**src/rtl/tlb_ctrl.sv**
```systemverilog
// tlb_ctrl: 16-entry TLB storage and CP0 TLB instruction sequencer
// (TLBP / TLBR / TLBWI / TLBWR) with the CP0 Random register.
// Optional feature: define TLB_FLUSH_EN to add the flush input, which
// clears the valid bits of every entry while the block is idle.

package tlb_pkg;
  typedef struct packed {
    logic [18:0] vpn2;
    logic [7:0]  asid;
    logic        g;
    logic [19:0] pfn0;
    logic [2:0]  c0;
    logic        d0;
    logic        v0;
    logic [19:0] pfn1;
    logic [2:0]  c1;
    logic        d1;
    logic        v1;
  } tlb_entry_t;
endpackage

module tlb_ctrl (
  input  logic                        clk,
  input  logic                        rst,
`ifdef TLB_FLUSH_EN
  input  logic                        flush,
`endif
  input  logic                        op_valid,
  output logic                        op_ready,
  input  logic [1:0]                  op,
  input  logic [3:0]                  index_in,
  input  logic [31:0]                 entryhi_in,
  input  logic [31:0]                 entrylo0_in,
  input  logic [31:0]                 entrylo1_in,
  input  logic [3:0]                  wired_in,
  input  logic                        wired_we,
  output logic                        resp_valid,
  output logic [31:0]                 index_out,
  output logic [31:0]                 entryhi_out,
  output logic [31:0]                 entrylo0_out,
  output logic [31:0]                 entrylo1_out,
  output logic [3:0]                  random_out,
  output tlb_pkg::tlb_entry_t [15:0]  entries
);
  import tlb_pkg::*;

  typedef enum logic [1:0] {S_IDLE, S_BUSY, S_RESP} state_t;
  typedef enum logic [1:0] {OP_TLBP = 2'b00, OP_TLBR = 2'b01,
                            OP_TLBWI = 2'b10, OP_TLBWR = 2'b11} op_t;

  state_t                 state;
  tlb_entry_t [15:0]      tlb_q;
  op_t                    op_q;
  logic [3:0]             idx_q;
  logic [3:0]             rnd_q;
  logic [18:0]            vpn2_q;
  logic [7:0]             asid_q;
  logic [25:0]            lo0_q;
  logic [25:0]            lo1_q;
  logic                   flush_act;
  logic                   hit;
  logic [3:0]             hit_idx;
  logic [3:0]             wr_idx;
  tlb_entry_t             wr_entry;
  tlb_entry_t             rd_entry;
  logic                   unused_bits;

  // Operand bits that no TLB field maps to.
  assign unused_bits = ^{entryhi_in[12:8], entrylo0_in[31:26], entrylo1_in[31:26]};

`ifdef TLB_FLUSH_EN
  assign flush_act = flush && (state == S_IDLE);
`else
  assign flush_act = 1'b0;
`endif

  assign op_ready = (state == S_IDLE) && !flush_act;
  assign entries  = tlb_q;

  // Random register: free-running down-counter wrapping above Wired.
  always_ff @(posedge clk) begin
    if (rst || wired_we)
      random_out <= 4'd15;
    else if (random_out <= wired_in)
      random_out <= 4'd15;
    else
      random_out <= random_out - 4'd1;
  end

  // Probe: lowest-numbered entry matching the latched EntryHi.
  always_comb begin
    hit     = 1'b0;
    hit_idx = '0;
    for (int unsigned i = 0; i < 16; i++) begin
      if (!hit && tlb_q[i].vpn2 == vpn2_q &&
          (tlb_q[i].asid == asid_q || tlb_q[i].g)) begin
        hit     = 1'b1;
        hit_idx = 4'(i);
      end
    end
  end

  // Entry image for writes, write target and read source.
  always_comb begin
    wr_entry      = '0;
    wr_entry.vpn2 = vpn2_q;
    wr_entry.asid = asid_q;
    wr_entry.g    = lo0_q[0] & lo1_q[0];
    wr_entry.pfn0 = lo0_q[25:6];
    wr_entry.c0   = lo0_q[5:3];
    wr_entry.d0   = lo0_q[2];
    wr_entry.v0   = lo0_q[1];
    wr_entry.pfn1 = lo1_q[25:6];
    wr_entry.c1   = lo1_q[5:3];
    wr_entry.d1   = lo1_q[2];
    wr_entry.v1   = lo1_q[1];
    wr_idx        = (op_q == OP_TLBWR) ? rnd_q : idx_q;
    rd_entry      = tlb_q[idx_q];
  end

  // Sequencer FSM with registered results and TLB array storage.
  always_ff @(posedge clk) begin
    if (rst) begin
      state        <= S_IDLE;
      resp_valid   <= 1'b0;
      index_out    <= '0;
      entryhi_out  <= '0;
      entrylo0_out <= '0;
      entrylo1_out <= '0;
      tlb_q        <= '0;
      op_q         <= OP_TLBP;
      idx_q        <= '0;
      rnd_q        <= '0;
      vpn2_q       <= '0;
      asid_q       <= '0;
      lo0_q        <= '0;
      lo1_q        <= '0;
    end else begin
      resp_valid <= 1'b0;
      case (state)
        S_IDLE: begin
          if (flush_act) begin
            for (int unsigned i = 0; i < 16; i++) begin
              tlb_q[i].v0 <= 1'b0;
              tlb_q[i].v1 <= 1'b0;
            end
          end else if (op_valid) begin
            op_q   <= op_t'(op);
            idx_q  <= index_in;
            rnd_q  <= random_out;
            vpn2_q <= entryhi_in[31:13];
            asid_q <= entryhi_in[7:0];
            lo0_q  <= entrylo0_in[25:0];
            lo1_q  <= entrylo1_in[25:0];
            state  <= S_BUSY;
          end
        end
        S_BUSY: begin
          case (op_q)
            OP_TLBP:
              index_out <= hit ? {28'b0, hit_idx} : 32'h8000_0000;
            OP_TLBR: begin
              entryhi_out  <= {rd_entry.vpn2, 5'b0, rd_entry.asid};
              entrylo0_out <= {6'b0, rd_entry.pfn0, rd_entry.c0,
                               rd_entry.d0, rd_entry.v0, rd_entry.g};
              entrylo1_out <= {6'b0, rd_entry.pfn1, rd_entry.c1,
                               rd_entry.d1, rd_entry.v1, rd_entry.g};
            end
            default:
              tlb_q[wr_idx] <= wr_entry;
          endcase
          resp_valid <= 1'b1;
          state      <= S_RESP;
        end
        S_RESP:  state <= S_IDLE;
        default: state <= S_IDLE;
      endcase
    end
  end

endmodule

```
**config.mk**
```make
export PLATFORM = sky130hd
export DESIGN_NAME = tlb_ctrl
export DESIGN_NICKNAME = d
export VERILOG_FILES = /design/src/rtl/tlb_ctrl.sv
export SDC_FILE = /design/constraint.sdc
export NUM_CORES = 2
export LEC_CHECK = 0
export ABC_AREA = 1
export CORE_AREA = 2 2 582 584
export DETAILED_ROUTE_END_ITERATION = 8
export DIE_AREA = 0 0 584 586
export GPL_ROUTABILITY_DRIVEN = 0
export PLACE_DENSITY = 0.43
export REMOVE_ABC_BUFFERS = 1
export SLEW_MARGIN = 5
export SYNTH_ARGS = -nofsm -noshare
export SYNTH_HDL_FRONTEND = slang
export SYNTH_SLANG_ARGS = --single-unit
```
**constraint.sdc**
```tcl
create_clock -name clk -period 2.15 [get_ports clk]
set_input_delay 0.43 -clock clk [delete_from_list [all_inputs] [get_ports clk]]
set_output_delay 0.43 -clock clk [all_outputs]
set_load 0.02 [all_outputs]
```
== Yosys cells after proc, flatten, opt, wreduce, memory -nomap -nowiden ==
Index checks and enable logic that the tools add are counted.
Word-level totals
  bits in registers: 1455
  bits of input ports: 110
Operators by class
  $add $sub $neg: 1
  order comparisons: 4
  equality and inequality tests: 36
  muxes and demuxes: 41
  bitwise gates (word level): 2
  reduce and logical (&&, ||, !) cells: 72
Operators by type and width (number)
  1248-bit bitwise mux: 1
  78-bit binary-select mux with 4-bit select: 1
  78-bit demux with 4-bit select: 1
  19-bit equality test: 16
  78-bit two-way mux: 2
  8-bit equality test: 16
  4-bit two-way mux: 9
  1-bit logical AND: 32
  32-bit two-way mux: 1
  1-bit two-way mux: 18
  1-bit logical OR: 17
  1-bit zero test: 15
  3-bit two-way mux: 4
  4-bit by 5-bit < comparator with 1-bit output (second input constant): 2
  2-bit AND reduction: 4
  2-bit two-way mux: 3
  2-bit by 1-bit equality test with 1-bit output (second input constant): 2
  4-bit by 1-bit >= comparator with 1-bit output (second input constant): 1
  4-bit less-or-equal comparator: 1
  2-bit zero test: 2
  2-bit case mux with 2 select lines: 1
  2-bit OR reduction: 2
  4-bit by 1-bit subtractor with 4-bit output (second input constant): 1
  2-bit equality test (second input constant): 1
  3 further kinds: 3

== Depth between registers and ports, before layout ==
  word-level depth: 65
  depth in mapped cells: 21
  gate-level depth less buffers: 19

== Least setup slack after synthesis ==
No wires, ideal clock.
  kind: register -> register
  start point: register asid_q[1]
  end point: register index_out[2]
  setup time: 132 ps
  arrival: 1968 ps
  required time: 2018 ps
  path slack: 50 ps
  cell stages (with the launch flop): 20
  buffers on the path: 2
  clock period less this slack: 2100 ps
  cells stage by stage: dfxtp_1 buf_4 buf_12 xnor2_1 nand3_1 nor2_1 nand2_1 nand2_1 nand2_2 nand2_2 nor2_4 nand4_2 nor2_4 nand4_4 nor2_2 nand4_1 nor2_1 nor2_2 nand2_1 a21oi_2
Between the ends
  word-level cells in the longest chain between the ends: 65
  elaborated cells between the ends (all ways): 107
  those cells by class: eq/ne: 16; mux: 29; reduce/logical: 62
RTL lines
  start: declaration: RTL line 57  | logic [7:0] asid_q;
  start signal: assignment: RTL line 152  | asid_q <= entryhi_in[7:0];
  8-bit equality test: RTL line 96  | (tlb_q[i].asid == asid_q || tlb_q[i].g)) begin
  1-bit logical OR: RTL line 96
  1-bit logical AND: RTL line 95  | if (!hit && tlb_q[i].vpn2 == vpn2_q &&
  1-bit two-way mux: RTL line 95
  1-bit zero test: RTL line 95
  1-bit logical AND (2 in series): RTL line 95
  1-bit two-way mux: RTL line 95
  1-bit zero test: RTL line 95
  (+46 left out)
  1-bit two-way mux: RTL line 95
  1-bit zero test: RTL line 95
  1-bit logical AND (2 in series): RTL line 95
  1-bit two-way mux: RTL line 95
  1-bit zero test: RTL line 95
  1-bit logical AND (2 in series): RTL line 95
  4-bit two-way mux / 1-bit two-way mux (equally long branches): RTL line 95
  32-bit two-way mux *: RTL line 161  | index_out <= hit ? {28'b0, hit_idx} : 32'h8000_0000;
  end signal: assignment: RTL line 161
  end: declaration: RTL line 38  | output logic [31:0] index_out,
Mark *: on every way between the ends. The rest lies on a longest branch, timed or not.
A chain may end at the register's enable or synchronous reset.

== Worst setup path after layout ==
  start point: register asid_q[4]
  end point: register index_out[3]
The elaborated chain is that of the path after synthesis.

==> results.ini <==
[outcome]
status=complete, but fails checks
violations=negative setup slack

[clock_tree]
clk_latency_ns=0.88
cts_tree=built
h-tree-depth=4
path_clk_slew_ns=0.06
cts_buffer_depth=4
cts_sinks=1427
root_buffer=clkbuf_16
cts_buffers=183

[power_and_ir_drop]
internal_power_mw=49.38
p_leak_nw=45.77
vdd_drop_max_mv=0.5932
p_sw_mw=21.44
swShare=0.3027
clock_power_share=0.451
combPwrFrac=0.162
power.density_mw_per_mm2=670.3
seqPwrFrac=0.386
finalPower_mw=70.81

[floorplan]
initial_core_util=0.1960
core_area_mm2=0.3358
rows=213
ios=1492
fp.dieW_um=584
die_area_mm2=0.3422
die_y_um=586

[global_routing]
grt_pass1_wl_um=624000
grt_max_degree=140
gr-total-overflow=0
grt_usage=0.2598
grt_pass1_vias=71550
antenna_found_initial=50

[worst_setup_path]
crit_type=reg -> reg
cp-endpoint=index_out[3]
max_stage_delay_ns=0.45
crit_cells=13
r2r_slack_ns=-0.47
start_kind=flop
crit_arrival_ns=3.39
crit_chain=buf_4 -> xor2_1 -> nor4_1 -> a21oi_1 -> nor2_2 -> inv_2 -> nand4_4 -> buf_6 -> nor3_4 -> nand4_1 -> nand3_1 -> nand2_1 -> a21oi_2
reg2reg_depth=13
cp_num_buf_inv=3
r2r_end=index_out[3]
r2r_start=asid_q[4]
crit_start=asid_q[4]
cp_slowest_cell=dfxtp_2
cp-end-kind=flop
critPathRequiredTime_ns=2.92
crit_fanout=8
cp_top_family=simple AND/OR/NAND/NOR gates

[routing]
drtAntennaViolNets=0
routed_wirelength_um=504500
drc=0
via_count=79590
wl_per_cell_um=31.43
viasPerCell=4.958
drt_iter0_markers=9141
dr.pass1.iters=6

[timing]
setup_slack_ns=-0.4710
period_share=1.219
clock_skew_ns=0.06227
hold_slack_ns=0.1909
finalCriticalPeriod_ns=2.621
setup_viol_count_final=839
hold_viol=0
slew_viol_final=0
slew_headroom=0.3353
fmax_mhz=381.5
fin_setup_tns_ns=-63.30
rsz0062_at_grt=true
worst_slew_pin_slew_ns=0.9957

[worst_hold_path]
min_path_cells=3
hold_path.class=in -> reg
hp-start=entrylo0_in[20]

[logic_synthesis]
ys_ff_latch=1427
ys_types=63
syn_inst=9255
yosysMostFrequentCell=o21ai_0
netlist_top_cells_area=dfxtp_1, o21ai_0, nor2_1, a21oi_1, clkbuf_1
yosys.area.top_type=dfxtp_1
syn_area_mm2=0.06583
synth_edf_count=0
ys_warn_count=0
synth_top_area_share=0.4340
avgSynthCellArea_um2=7.112
async_flop_share=0
ys_top_cells_by_count=o21ai_0, nor2_1, dfxtp_1
synth-main-ff-cell=dfxtp_1
ys_seq_area_frac=0.4340

[run]
cap_viol_max_count=0

[layout]
drive_gt1_frac=0.2545
final_nets=11610
final-seq-area_mm2=0.02878
multiInputGateArea_mm2=0.03306
area_growth_pct=60.49
fin_cells=16050
fillers=36090

[place]
hpwl_um=352100
port_buffers=1430
dp_cells=15510

## how the worst min path moves through the flow
stage	to
2_1_floorplan	lo1_q[0]
3_3_place_gp	random_out[0]
3_5_place_dp	random_out[0]
4_1_cts	lo0_q[20]
5_1_grt	lo0_q[21]
6_report	lo0_q[20]
## per-stage QoR
stage / instance area (µm²) / utilization / setup WS [ns]
6_report: 105600 / 0.3146 / -0.4710
5_1_grt: 105600 / 0.3145 / -0.5707
4_1_cts: 100700 / 0.3000 / -0.4863
3_5_place_dp: 93890 / 0.2796 / -1.087
3_3_place_gp: 93890 / 0.2796 / -1.209
2_1_floorplan: 61930 / - / -27.93
## layout make-up
cell class	instances	share of cell area
Multi-Input combinational cell	6353	0.3129
Timing Repair Buffer	2928	0.2817
Sequential cell	1427	0.2724
Tap cell	4407	0.05219
Clock buffer	261	0.05032
Inverter	601	0.02344
Clock inverter	57	0.006502
Antenna cell	18	0.0004264
Timing Repair inverter	1	0.00008290
## cells in the final DEF, fill, tap and decap left out, types with 37 or more instances in the layout
cell type	Yosys	routed
xnor2_1	203	193
clkdlybuf4s50_1	0	307
inv_1	565	543
dfxtp_1	1427	1295
a21oi_2	2	52
clkbuf_1	717	37
a21oi_1	988	936
nand3_1	66	60
o22ai_1	134	125
a211oi_1	102	76
nor2_1	1777	1722
buf_16	0	45
nand2_1	528	489
o32ai_1	62	38
buf_4	64	1133
buf_2	70	161
clkbuf_16	0	246
conb_1	1	44
buf_12	1	195
nor2_4	2	38
buf_6	35	87
dfxtp_2	0	112
o21ai_1	4	111
o21ai_2	0	89
o21ai_0	2168	1961
clkdlybuf4s15_1	0	164
clkdlybuf4s15_2	0	370
dlygate4sd2_1	0	361
xor2_1	86	81
clkbuf_8	0	38
## kinds of logic after synthesis
kind of cell,synth area share
buffers and inverters,0.09599
XOR/XNOR,0.03895
AND/OR/NAND/NOR,0.1494
other,0.00005697
adder cells (fa/ha/maj),0.0009504
AO/OA/AOI/OAI,0.2806
flip-flops,0.4340
## power by group through the flow
| stage | clock, mW | sequential (mW) | combinational [mW] |
|---|---|---|---|
| global route | 33.3 | 27.4 | 11.9 |
| CTS | 32.3 | 27.3 | 10.1 |
| floorplan | 0 | 28.4 | 4.03 |
| finish | 32.0 | 27.3 | 11.5 |
| global placement | 0 | 27.9 | 9.85 |
| detailed placement | 0 | 27.9 | 9.84 |
## worst min-delay path, stage by stage
cell and delay, ns:
clkdlybuf4s50_1 0.40, o21ai_0 0.16, nor2_1 0.04
## layer usage
metal  vias to the layer above  global-route usage  share of wire
met3                       870             0.04995          0.086
met4                         8              0.1235          0.063
met1                     38750              0.3283           0.40
met2                      4561              0.4241           0.45
li1                      35400                   -              -
met5                         -                   0        0.00010
## timing repair
item | CTS | global route
hold endpoints to repair | 1 | 0
setup buffers | 32 | 95
gates resized for setup | 2896 | 729
pin swaps | 35 | 152
hold buffers | 1 | 0
endpoints found under the setup margin | 2447 | 1564
cloned | 13 | 79
## sequential cells by signal, indices dropped and copies added (netlist names), 5 cells and up
signal / cells
asid_q: 8
entries: 1248
entryhi_out: 27
entrylo0_out: 25
entrylo1_out: 26
index_out: 5
lo0_q: 26
lo1_q: 26
vpn2_q: 19
(Power assumes the default switching activity.)
